`src/rtl/cynapse_pkg.sv`:
```
// Shared definitions for the spiking-core datapath: default neuron index width
// and the end-of-timestep marker FSM encoding.
package cynapse_pkg;

  localparam int NEURON_ID_WIDTH_DEF = 11;

  typedef enum logic {
    IDLE = 1'b0,
    PEND = 1'b1
  } marker_state_e;

endpackage

```
`src/rtl/sync_fifo.sv`:
```
// Single-clock FIFO with occupancy count; head word is read combinationally
// from storage so a write becomes visible one cycle later.
module sync_fifo #(
  parameter int DATA_W = 12,
  parameter int DEPTH  = 16,
  localparam int AW    = $clog2(DEPTH),
  localparam int CW    = AW + 1
) (
  input  logic              clk,
  input  logic              rst,
  input  logic              wr_en,
  input  logic [DATA_W-1:0] wr_data,
  input  logic              rd_en,
  output logic [DATA_W-1:0] rd_data,
  output logic              full,
  output logic              empty,
  output logic [CW-1:0]     count
);

  logic [DATA_W-1:0] mem [DEPTH];
  logic [AW-1:0]     wr_ptr;
  logic [AW-1:0]     rd_ptr;
  logic              wr_ok;
  logic              rd_ok;

  assign full    = (count == CW'(DEPTH));
  assign empty   = (count == '0);
  assign wr_ok   = wr_en & ~full;
  assign rd_ok   = rd_en & ~empty;
  assign rd_data = mem[rd_ptr];

  // Storage carries data only; pointers and count decide what is valid.
  always_ff @(posedge clk) begin
    if (wr_ok && !rst) begin
      mem[wr_ptr] <= wr_data;
    end
  end

  // Power-of-two depth lets the pointers wrap by natural overflow.
  always_ff @(posedge clk) begin
    if (rst) begin
      wr_ptr <= '0;
      rd_ptr <= '0;
      count  <= '0;
    end else begin
      if (wr_ok) wr_ptr <= wr_ptr + AW'(1);
      if (rd_ok) rd_ptr <= rd_ptr + AW'(1);
      case ({wr_ok, rd_ok})
        2'b10:   count <= count + CW'(1);
        2'b01:   count <= count - CW'(1);
        default: count <= count;
      endcase
    end
  end

endmodule

```
`src/rtl/spike_out_queue.sv`:
```
// Output queue between the threshold unit and the synapse stage: buffers spiking
// neuron indices and inserts one end-of-timestep marker per TimestepDone.
module spike_out_queue
  import cynapse_pkg::*;
#(
  parameter int NEURON_ID_WIDTH = NEURON_ID_WIDTH_DEF,
  parameter int DEPTH           = 16
) (
  input  logic                       Clock,
  input  logic                       Reset,
  input  logic                       SpikeValid,
  input  logic                       SpikeIn,
  input  logic [NEURON_ID_WIDTH-1:0] NeuronID,
  input  logic                       TimestepDone,
  output logic                       OutValid,
  input  logic                       OutReady,
  output logic [NEURON_ID_WIDTH-1:0] OutNeuronID,
  output logic                       OutEndOfStep,
  output logic                       Full,
  output logic                       Empty,
  output logic [$clog2(DEPTH):0]     Count,
  output logic                       Overflow,
  input  logic                       ClearOverflow
);

  localparam int DATA_W = NEURON_ID_WIDTH + 1;

  marker_state_e     state;
  logic              spike_req;
  logic              marker_wr;
  logic              spike_wr;
  logic              drop;
  logic              wr_en;
  logic              rd_en;
  logic [DATA_W-1:0] wr_data;
  logic [DATA_W-1:0] rd_data;

  // A pending marker owns the write port; any spike in that cycle is lost.
  always_comb begin
    spike_req = SpikeValid & SpikeIn;
    marker_wr = (state == PEND) & ~Full;
    spike_wr  = (state == IDLE) & spike_req & ~Full;
    drop      = spike_req & ~spike_wr;
    wr_en     = marker_wr | spike_wr;
    wr_data   = marker_wr ? {1'b1, {NEURON_ID_WIDTH{1'b0}}} : {1'b0, NeuronID};
    rd_en     = OutReady & ~Empty;
  end

  sync_fifo #(
    .DATA_W (DATA_W),
    .DEPTH  (DEPTH)
  ) u_fifo (
    .clk     (Clock),
    .rst     (Reset),
    .wr_en   (wr_en),
    .wr_data (wr_data),
    .rd_en   (rd_en),
    .rd_data (rd_data),
    .full    (Full),
    .empty   (Empty),
    .count   (Count)
  );

  assign OutValid                    = ~Empty;
  assign {OutEndOfStep, OutNeuronID} = rd_data;

  // TimestepDone while PEND is ignored, so at most one marker is outstanding.
  always_ff @(posedge Clock) begin
    if (Reset) begin
      state    <= IDLE;
      Overflow <= 1'b0;
    end else begin
      case (state)
        IDLE:    if (TimestepDone) state <= PEND;
        PEND:    if (!Full) state <= IDLE;
        default: state <= IDLE;
      endcase
      if (drop) begin
        Overflow <= 1'b1;
      end else if (ClearOverflow) begin
        Overflow <= 1'b0;
      end
    end
  end

endmodule

```
`config.mk`:
```
export PLATFORM = sky130hd
export DESIGN_NAME = spike_out_queue
export DESIGN_NICKNAME = d
export VERILOG_FILES = /design/src/rtl/cynapse_pkg.sv /design/src/rtl/sync_fifo.sv /design/src/rtl/spike_out_queue.sv
export SDC_FILE = /design/constraint.sdc
export NUM_CORES = 1
export LEC_CHECK = 0
export CORE_AREA = 2 2 141 157
export CTS_CLUSTER_SIZE = 20
export DETAILED_ROUTE_END_ITERATION = 10
export DIE_AREA = 0 0 143 159
export PLACE_DENSITY = 0.67
export SYNTH_ARGS = -nofsm -noshare
export SYNTH_HDL_FRONTEND = slang
export SYNTH_HIERARCHICAL = 1
export SYNTH_SLANG_ARGS = --single-unit
```
`constraint.sdc`:
```
create_clock -name Clock -period 3 [get_ports Clock]
set_input_delay 0.6 -clock Clock [delete_from_list [all_inputs] [get_ports Clock]]
set_output_delay 0.6 -clock Clock [all_outputs]
set_load 0.05 [all_outputs]
```
==> flow_summary.ini <==
[run_status]
status = completed

[critical_path]
worstPathRequired_ps = 2400
path_class = reg2out
start_kind = flop
cpMaxStageDelayCell = or4_4
crit_family = buffers and inverters
crit_buf_inv = 3
crit_path_cell_trace = or4_4, nor2_4, buf_4, buf_4, dlygate4sd2_1
endpoint_kind = output pin
crit_start = u_fifo/count[3]
critPathMostFrequentCell = buf_4
reg2reg_from = u_fifo/count[3]
critPathMaxFanout = 4
r2r_cells = 12
crit_arrival_ps = 2300
reg2reg_slack_ps = 150
slowest_delay_ps = 580
r2r-end = u_fifo/count[4]

[layout]
nets = 546
finalCoreUtilization_pct = 48.1
drive_gt1_share_pct = 31.1
fin_cells = 824
area_growth_syn_to_layout_pct = 22.0
antennaDiodeCount = 0

[clocking]
cts_hold_buf = 0
cts_sinks = 211
cts_max_path_buffers = 3
numCtsBuffers = 23
tritoncts = yes
clk_root_buffer_cell = clkbuf_16
clkLatencyLatePin_ps = 520
cts.clk_slew.worst_paths_ps = 60
h-tree-depth = 1

[timing]
finalHoldViolations = 0
fin_skew_ps = 21.3
relSlewSlack_pct = 54.6
tightest_slew_ps = 681
clock.fmax_mhz = 345
setup-violations-final = 0
grt_setup_unrepaired = no
finalCritPeriodShare_pct = 96.8
fin_ws_ps = 97.4
fin_crit_ps = 2900
finalMaxSlewViolations = 0

[yosys]
synth_top_area_cell = edfxtp_1
syn_inst = 436
syn_avg_cell_area_um2 = 19.1
synth_area_um2 = 8320
synth_top_area_share_pct = 69.3
synth_nets = 464
seq_area_frac_synth_pct = 73.9
ys_types = 35
synth-seq-cells = 211
ys_warn_count = 6
synth.area.top_cells = edfxtp_1 (69%), mux4_2 (13%), dfxtp_1 (4.6%)

[global_route]
grt_max_degree = 49
grtUsageMet1_pct = 20.9
grt_first_pass_wirelength_mm = 26.4
gr-total-overflow = 0
antenna_found_initial = 0
grtUsageMet2_pct = 26.3
grt_use_met3_pct = 2.11
first_global_vias = 4480
grt_use_total_pct = 15.6
gr-max-usage-layer = met2

[die]
fp.dieW_um = 143
start_util_pct = 39.5
die_h_um = 159
ios = 39
fp.dieArea_um2 = 22700
core_area_um2 = 21100
num_rows = 56

[drt]
wl_per_cell_um = 21.3
drt_iter0_markers = 352
wl_mm = 17.5
drt_pass1_iterations = 4
vias_per_cell = 5.18
vias = 4272
drc = 0
ant_nets = 0

[place]
place_ws_ps = -5.38
port-buffer-count = 38
hpwl_mm = 10.4
place.gp.congestion = 0.753
dp.cells = 779

[hold_path]
min_to = Overflow
hp-start = Overflow
hold_class = reg2reg
whs_path_depth = 2

[run]
cap_viol_max_count = 0

[power]
power_leakage_uw = 0.00339
peakVddDrop_v = 0.000823
power_density_nw_per_um2 = 774
## flip-flops by register name, indices dropped and copies added (netlist names), named ones only
register       flops
Overflow           1
state              1
u_fifo/count       5
u_fifo/mem       192
u_fifo/rd_ptr      4
u_fifo/wr_ptr      4
## worst min-delay path, delay by kind of cell (launching register included)
family / cells / cell delay, ps
and+or+nand+nor: 1 / 60
AOI/OAI and AO/OA: 1 / 50
DFF: 1 / 310
## layout by cell type (no fill, tap or decap), types with 3 or more instances in the layout
cell	synthesis	final
a21oi_1	6	5
a22oi_1	24	24
and2_1	5	5
and2_4	5	5
buf_12	0	4
buf_4	1	47
bufinv_16	0	5
clkbuf_16	0	23
clkdlybuf4s50_1	0	23
clkinv_2	0	7
dfxtp_1	19	13
dfxtp_2	0	3
dfxtp_4	0	3
dlygate4sd2_1	0	3
edfxtp_1	192	192
ha_1	9	7
inv_1	10	8
mux2i_1	4	4
mux4_2	48	48
nand2_1	18	18
nand2b_1	4	3
nor2_1	42	39
nor2b_1	4	4
o211ai_1	3	3
xor2_1	6	6
## how the worst max path moves through the flow
stage	endpoint	slack (ps)	depth (start not counted)
after floorplan	u_fifo/count[4]	-250	14
after global placement	u_fifo/count[4]	50	12
after detailed placement	u_fifo/count[4]	-5	11
after CTS	u_fifo/count[4]	110	12
after global routing	u_fifo/count[4]	2	12
final	Full	100	5
## metal layers
metal	up-vias	part of all wire (%)	wire, µm
met5	-	0	0
li1	1894	-	-
met1	2208	40	7040
met4	0	2.0	353
met2	147	50	8820
met3	23	7.5	1310
## Yosys cell counts
master    instances
nor4_1            1
xnor2_1           1
and2_4            5
nor4bb_1          1
nor2b_1           4
o211ai_1          3
fa_1              1
and2_2            2
buf_6             3
o211ai_2          1
nand4_2           1
mux4_2           48
a21o_1            1
and3_1            1
inv_1            10
or3_1             2
a21oi_1           6
o21a_1            1
mux2_2            1
dfxtp_1          19
buf_2             5
nand2_1          18
buf_4             1
a22oi_1          24
o21ai_2           1
edfxtp_1        192
or4_4             1
mux2_1            1
nand2b_1          4
clkbuf_1         11
and2_1            5
mux2i_1           4
ha_1              9
nor2_1           42
xor2_1            6
## cell families after synthesis
kind of cell | after synthesis | share of synthesized area, %
buffers and inverters | 30 | 1.74
xor gates and xnor gates | 7 | 0.737
and+or+nand+nor | 87 | 5.10
adders and majority gates | 10 | 1.59
AOI/OAI and AO/OA | 37 | 3.23
muxes | 54 | 13.7
DFF | 211 | 73.9
## stage by stage
stage                     instance area [µm²]  TNS, ps  total power [µW]  hold WS (ps)
after global routing                    10200        0              8160           508
after floorplan                          8380     -253              4520           485
after global placement                   9290        0              4910           459
final                                   10200        0              7860           471
after CTS                               10100        0              7930           477
after detailed placement                 9290    -5.38              4950           467
## timing repair
| action | in CTS | in global routing |
|---|---|---|
| gates resized for setup | 3 | 2 |
| pin swaps | 0 | 2 |
| endpoints found under the setup margin | 12 | 1 |
| buffers inserted | 1 | 3 |
## power by group
group	switching (µW)	internal, µW	total [µW]
Clock	1120	1850	2970
Sequential	64.6	3300	3360
Combinational	863	661	1520
## final cells by class
| class | instances | area, µm² |
|---|---|---|
| well taps | 290 | 363 |
| clock buffers | 23 | 576 |
| multi-input cells | 195 | 2090 |
| clock inverters | 18 | 238 |
| flip-flops and latches | 211 | 6160 |
| fillers | 1720 | 10900 |
| repair buffers | 77 | 689 |
| inverters | 10 | 37.5 |
Power figures use the tool's default switching activity.
